### src/rtl/byte_fifo.sv
// Eight-entry first-word-fall-through byte queue behind the storage register.
// Occupancy and all flags decode from the registered count only.
module byte_fifo #(
    parameter int WIDTH = 8,
    parameter int DEPTH = 8,
    parameter int CW    = $clog2(DEPTH) + 1
) (
    input  logic             clk,
    input  logic             reset,
    input  logic [WIDTH-1:0] in_data,
    input  logic             in_valid,
    output logic             in_ready,
    output logic [WIDTH-1:0] out_data,
    output logic             out_valid,
    input  logic             out_ready,
    input  logic             flush,
    output logic [CW-1:0]    count,
    output logic             full,
    output logic             empty
);

    localparam int AW = $clog2(DEPTH);

    logic [WIDTH-1:0] mem [DEPTH];
    logic [AW-1:0]    wr_ptr;
    logic [AW-1:0]    rd_ptr;
    logic [CW-1:0]    cnt;
    logic             push;
    logic             pop;

    // Handshake: a byte moves only on a rising edge where valid and ready are
    // both high; ready never depends on the partner's valid in the same cycle.
    assign push = in_valid & in_ready;
    assign pop  = out_valid & out_ready;

    always_ff @(posedge clk or negedge reset) begin
        if (!reset) begin
            wr_ptr <= '0;
            rd_ptr <= '0;
            cnt    <= '0;
            for (int i = 0; i < DEPTH; i++) begin
                mem[i] <= '0;
            end
        end else if (flush) begin
            // Contents stay in place; only the bookkeeping is discarded.
            wr_ptr <= '0;
            rd_ptr <= '0;
            cnt    <= '0;
        end else begin
            if (push) begin
                mem[wr_ptr] <= in_data;
                wr_ptr      <= wr_ptr + AW'(1);
            end
            if (pop) begin
                rd_ptr <= rd_ptr + AW'(1);
            end
            case ({push, pop})
                2'b10:   cnt <= cnt + CW'(1);
                2'b01:   cnt <= cnt - CW'(1);
                default: cnt <= cnt;
            endcase
        end
    end

    assign count     = cnt;
    assign full      = (cnt == CW'(DEPTH));
    assign empty     = (cnt == '0);
    assign in_ready  = !full;
    assign out_valid = !empty;
    assign out_data  = out_valid ? mem[rd_ptr] : '0;

endmodule

### config.mk
export PLATFORM = sky130hd
export DESIGN_NAME = byte_fifo
export DESIGN_NICKNAME = d
export VERILOG_FILES = /design/src/rtl/byte_fifo.sv
export SDC_FILE = /design/constraint.sdc
export NUM_CORES = 1
export LEC_CHECK = 0
export ABC_AREA = 1
export CORE_ASPECT_RATIO = 0.75
export CORE_MARGIN = 2
export CORE_UTILIZATION = 55
export DETAILED_ROUTE_END_ITERATION = 8
export GPL_ROUTABILITY_DRIVEN = 1
export PLACE_DENSITY = 0.85
export SLEW_MARGIN = 20
export SYNTH_ARGS = -nofsm -noshare
export SYNTH_HDL_FRONTEND = slang
export SYNTH_SLANG_ARGS = --single-unit
### constraint.sdc
create_clock -name clk -period 1.9 [get_ports clk]
set_input_delay 0.38 -clock clk [delete_from_list [all_inputs] [get_ports clk]]
set_output_delay 0.38 -clock clk [all_outputs]
set_load 0.02 [all_outputs]
Word level (Yosys, flattened, before mapping)
Cells that the tools add are included. W data, S select, Z words.

Word-level logic and storage cells: 47. Flip-flop bits (word level): 74. Output and inout port bits: 16. Bits of input ports: 13.

Magnitude comparators: 3. Mux-type cells: 13. Reduce and logical (&&, ||, !) cells: 8. Eq/ne operators: 3. $add $sub $neg: 4. Bitwise logic cells: 5.

Operators with widths (number): $bwmux W64 (1); $mux W8 (4); $bmux W8 S3 (1); $demux W8 S3 (1); $mux W3 (4); $ge A4 B4 Y1 const B (2); $not A3 Y4 (2); $pmux W4 S2 (1); $add A3 B1 Y3 const B (2); $add A4 B1 Y4 const B (1); $eq A4 B4 Y1 const B (1); $logic_not A4 Y1 (1); $lt A4 B1 Y1 const B (1); $mux W4 (1); $reduce_bool A2 Y1 (2); $sub A4 B1 Y4 const B (1); $reduce_bool A3 Y1 (1); $and A1 B1 Y1 (2); $eq A2 B1 Y1 const B (1); $eq A2 B2 Y1 const B (1); $logic_not A1 Y1 (2); $reduce_and A2 Y1 (1); $logic_and A1 B1 Y1 (1); $not A1 Y1 (1).

Depth between registers and ports, before layout
Depth in word-level cells: 6. Gate-level depth with buffers: 14. Mapped depth without buffers: 14.

Worst setup path after synthesis
No wires, ideal clock.

Kind: register to register. Start point: reg cnt[3] (netlist: count[3]). End point: reg cnt[3] (netlist: count[3]). Data arrival time: 1.786 ns. Slack: -0.004 ns. Data required time: 1.783 ns. Stages on the path, launching flop included: 14. Setup time: 0.117 ns. Path buffers: 0. Period minus slack after synthesis: 1.904 ns. Cells stage by stage: dfrtp_1 inv_1 nor2_1 nand2_4 nand2_4 nand2_1 inv_1 ha_1 inv_1 nor2_1 nor2_1 nand3_1 nand3_1 nand2_1.

Word-level cells in the longest chain between the ends: 6. Elaborated cells between the ends (all ways): 13. Classes of those cells: 2 x add/sub; 3 x eq/ne; 2 x mux; 2 x bitwise; 4 x reduce/logical.

RTL lines: from (decl) (line 27) `logic [CW-1:0] cnt;`; from (signal assigned) (line 58) `2'b10: cnt <= cnt + CW'(1);`; from (signal assigned) (line 59) `2'b01: cnt <= cnt - CW'(1);`; from (signal assigned) (line 60) `default: cnt <= cnt;`; $eq A4 B4 Y1 (*) (line 66) `assign full = (cnt == CW'(DEPTH));`; $logic_not A1 Y1 (*) (line 68) `assign in_ready = !full;`; net in_ready (line 12) `output logic in_ready,`; $and A1 B1 Y1 (*) (line 33) `assign push = in_valid & in_ready;`; $eq A2 B1 Y1 / $eq A2 B2 Y1 (equally long branches) (line 57) `case ({push, pop})`; $pmux W4 S2 (line 57); $mux W4 (line 44) `end else if (flush) begin`.

The timed path passes the listed nets; every way through them passes the cells marked *. A chain may end at the register's enable or synchronous reset.

Worst setup path after layout
Start point: reg rd_ptr[0]. End point: out out_data[2].

Word-level cells in the longest chain between the ends: 5.

RTL lines: from (decl) (line 26) `logic [AW-1:0] rd_ptr;`; from (signal assigned) (line 55) `rd_ptr <= rd_ptr + AW'(1);`; $not A3 Y4 (not written as such) (line 70) `assign out_data = out_valid ? mem[rd_ptr] : '0;`; $bmux W8 S3 (line 70); $mux W8 (not written as such) (2 in series) (line 70); $mux W8 (line 70); to (decl) (line 13) `output logic [WIDTH-1:0] out_data,`.

Every way passes these cells. The select of a mux whose other input is x is not followed.

==> impl_metrics.csv <==
group,metric,value,unit
synth,synth_mux_area_frac,0,
routing,drt_iter0_markers,618,
sta,whs,0.00370,ns
critical_path,crit_family,"flip-flops",
placed_design,place_hpwl,6410,µm
cts,clockBufferDepth,2,
synth,synth_top_family_by_area,"simple AND/OR/NAND/NOR gates",
global_route,antenna_found_initial,0,
power_and_ir_drop,p_per_area,1530,nW/µm²
critical_path,crit_chain,"clkinv_4, buf_8, nor2_1, o32ai_2, o21ai_1, nor2_1, buf_4",
sta,fmax,450,MHz
critical_path,cp_slowest_cell,"dfrtp_2",
die,die_w,98.1,µm
flow_run,maxCapViolations,0,
global_route,grt_pass1_wl,16100,µm
cts,h-tree-depth,3,
routing,drtPass1Iterations,7,
cts,clk_latency,0.36,ns
final_layout,multiInputGateArea,1800,µm²
cts,clkTransAtPathRegs,0.08,ns
cts,numCtsBuffers,9,
final_layout,regArea,1850,µm²
final_layout,utilization,0.765,
critical_path,worstSetupPathType,"reg2out",
synth,synth_simple_gate_area_frac,0.232,
final_layout,diodes,0,
die,die_area,7320,µm²
sta,period_share,1.17,
synth,ys_warn_count,0,
routing,via_count,3776,
global_route,grt-ovfl-total,0,
run_status,violations,"setup timing",
sta,rsz0062_at_grt,"true",
synth,synth_fa_ha_area_frac,0.0137,
global_route,grt_pass1_vias,3222,
global_route,grt_usage,0.288,
worst_hold_path,min_path_type,"in2async",
routing,ant_nets,0,
synth,netlist_area,3650,µm²
die,start_util,0.575,
final_layout,nNetsFinal,504,
critical_path,startpoint_type,"register",
placed_design,routabilityCongestion,0.895,
sta,skew,0.00825,ns
critical_path,cp_data_required_time,1.52,ns
routing,wl_per_cell,21.2,µm
critical_path,cp_num_buf_inv,3,
synth,synth-seq-cells,74,
die,core_area,6350,µm²
sta,hold_viol,0,
critical_path,crit_arrival,1.84,ns
synth,synth_compound_area_frac,0.182,
global_route,grt_max_degree,35,
critical_path,critical-path-max-stage-delay,0.46,ns
sta,setup_violations,9,
final_layout,area_delta_synth_final,33.0,%
die,die_y,74.6,µm
synth,synthXorXnorAreaFrac,0.00240,
synth,syn-num-nets,434,
sta,fin_setup_tns,-2.16,ns
sta,tightest_slew,0.557,ns
final_layout,fillers,366,
sta,finalWorstSetupSlack,-0.323,ns
cts,cts_root_buf,"clkbuf_8",
sta,slew_viol_final,0,
critical_path,cp_max_fo,10,
cts,clock_sink_count,74,
power_and_ir_drop,p_leak,2.32,nW
synth,synthCells,417,
cts,cts_tree,"done",
synth,seq_area_frac_synth,0.507,
sta,fin_crit,2.22,ns
placed_design,placement.io_buffers,28,
final_layout,layout-drive-gt1-share,0.280,
routing,drt-total-wl,12200,µm
critical_path,end_kind,"output pin",
run_status,status,"finished with violations",
die,ios,29,
critical_path,crit_path_frequent_cell,"nor2_1",
sta,slew_headroom,0.628,
power_and_ir_drop,vdd_ir_drop_max,0.673,mV
routing,drc_errors,0,
synth,syn_area_per_cell,8.76,µm²
synth,yosysUniqueCellTypes,22,
die,fp-row-count,25,
routing,routed_via_density,6.59,
-- cells in the final DEF, fill, tap and decap left out, types with 2 or more instances in the layout --
cell             Yosys  routed
buf_12               0      11
inv_1               24      21
clkbuf_8             0       9
nand3_1              5       4
o32ai_1             16       4
dfrtp_2              0       2
nand2_1             88      87
nand2_4              2       2
buf_2                2       2
buf_6                8       6
dfrtp_1             74      72
o32ai_2              0      11
buf_8                0       3
nor2_1              71      53
clkbuf_2             0       2
clkinv_4             0       2
o21ai_2              6       7
clkinv_2             0       2
o21ai_0             32      16
o21ai_1             58      73
ha_1                 4       3
buf_4                0      38
nand4_4              8       8
nor2_4               0       8
inv_2                1       3
a21oi_1              4       3
nor2_2               1      11
clkdlybuf4s50_1      0      13
inv_6                0       3
dlymetal6s2s_1       0       2
-- flip-flops by register name (all words and copies together) (netlist names) --
register,flops
wr_ptr,3
rd_ptr,3
count,4
mem,64
-- Yosys cell counts --
cell type  number  area share
nand4_4         8       0.047
ha_1            4       0.014
buf_6           8       0.025
o21ai_2         6       0.014
nand2_4         2      0.0062
xor2_1          1      0.0024
inv_2           1      0.0010
clkbuf_1        9      0.0092
o32ai_1        16       0.038
nand3_1         5      0.0068
nor2_1         71       0.073
clkinv_1        1      0.0010
nor2_8          1      0.0055
inv_1          24       0.025
o21ai_1        58       0.079
buf_2           2      0.0027
dfrtp_1        74        0.51
nand3b_1        1      0.0021
o21ai_0        32       0.044
nor2_2          1      0.0017
nand2_1        88       0.090
a21oi_1         4      0.0055
-- layer usage --
layer	vias to the layer above	global-route usage	wire length (µm)
li1	1545	-	-
met4	0	0.137	866
met1	1735	0.370	4310
met3	127	0.0742	1460
met2	369	0.467	5520
met5	-	0	0
-- cell families after synthesis --
group | Yosys count
xor+xnor | 1
buf+inv | 45
flops | 74
compound gates | 116
fa+ha+maj | 4
simple gates | 177
-- cell type report --
cell class / instances / share of cell area
multi-input cells: 298 / 0.370
flip-flops and latches: 74 / 0.382
clock inverters: 7 / 0.0154
inverters: 26 / 0.0216
well taps: 81 / 0.0209
clock buffers: 9 / 0.0255
repair buffers: 78 / 0.165
-- what timing repair did --
item | in CTS | in global routing
endpoints found under the setup margin | 14 | 13
setup buffers | 1 | 10
pin swaps | 4 | 27
gates resized for setup | 75 | 62
cloned | 1 | 0
hold buffers | 0 | 0
-- worst register-to-register path, cell delays in order (launching register included) --
cell and delay [ns]:
dfrtp_2 0.42, buf_6 0.14, inv_4 0.06, nor2_4 0.05, nand2_4 0.12, nand2_8 0.09
nand2_4 0.09, inv_2 0.05, ha_4 0.27, nand2_1 0.04, nand3b_1 0.17, nand2_1 0.09
nand2_1 0.06, nand3_1 0.08, nand2_1 0.07
-- stage by stage --
stage / setup WS (ns) / total power [W] / instance area, µm² / instances
3_3_place_gp: -0.233 / 0.00506 / 4330 / 546
4_1_cts: -0.187 / 0.00659 / 4610 / 564
3_5_place_dp: -0.321 / 0.00521 / 4330 / 546
6_report: -0.323 / 0.00745 / 4860 / 573
5_1_grt: -0.362 / 0.00778 / 4860 / 573
2_1_floorplan: 0.00807 / 0.00392 / 3650 / 417
-- worst paths after layout --
kind	start	endpoint	slack [ns]	depth (start not counted)
worst max-delay path	rd_ptr[0]$_DFFE_PN0P_	out_data[2]	-0.32	7
worst min-delay path	reset	wr_ptr[1]$_DFFE_PN0P_	0.004	1
worst max register to register	count[3]$_DFFE_PN0P_	count[3]$_DFFE_PN0P_	0.01	14
worst min register to register	mem[15]$_DFFE_PN0P_	mem[15]$_DFFE_PN0P_	0.50	2
max in group asynchronous	reset	mem[4]$_DFFE_PN0P_	1.33	2
min in group clk	mem[15]$_DFFE_PN0P_	mem[15]$_DFFE_PN0P_	0.50	2
-- report_power, final --
group / switching [W] / total (W) / internal, W
Clock: 0.000643 / 0.00126 / 0.000618
Combinational: 0.00224 / 0.00389 / 0.00165
Sequential: 0.000352 / 0.00231 / 0.00196
Note: power is estimated with default switching activity, not from simulation.
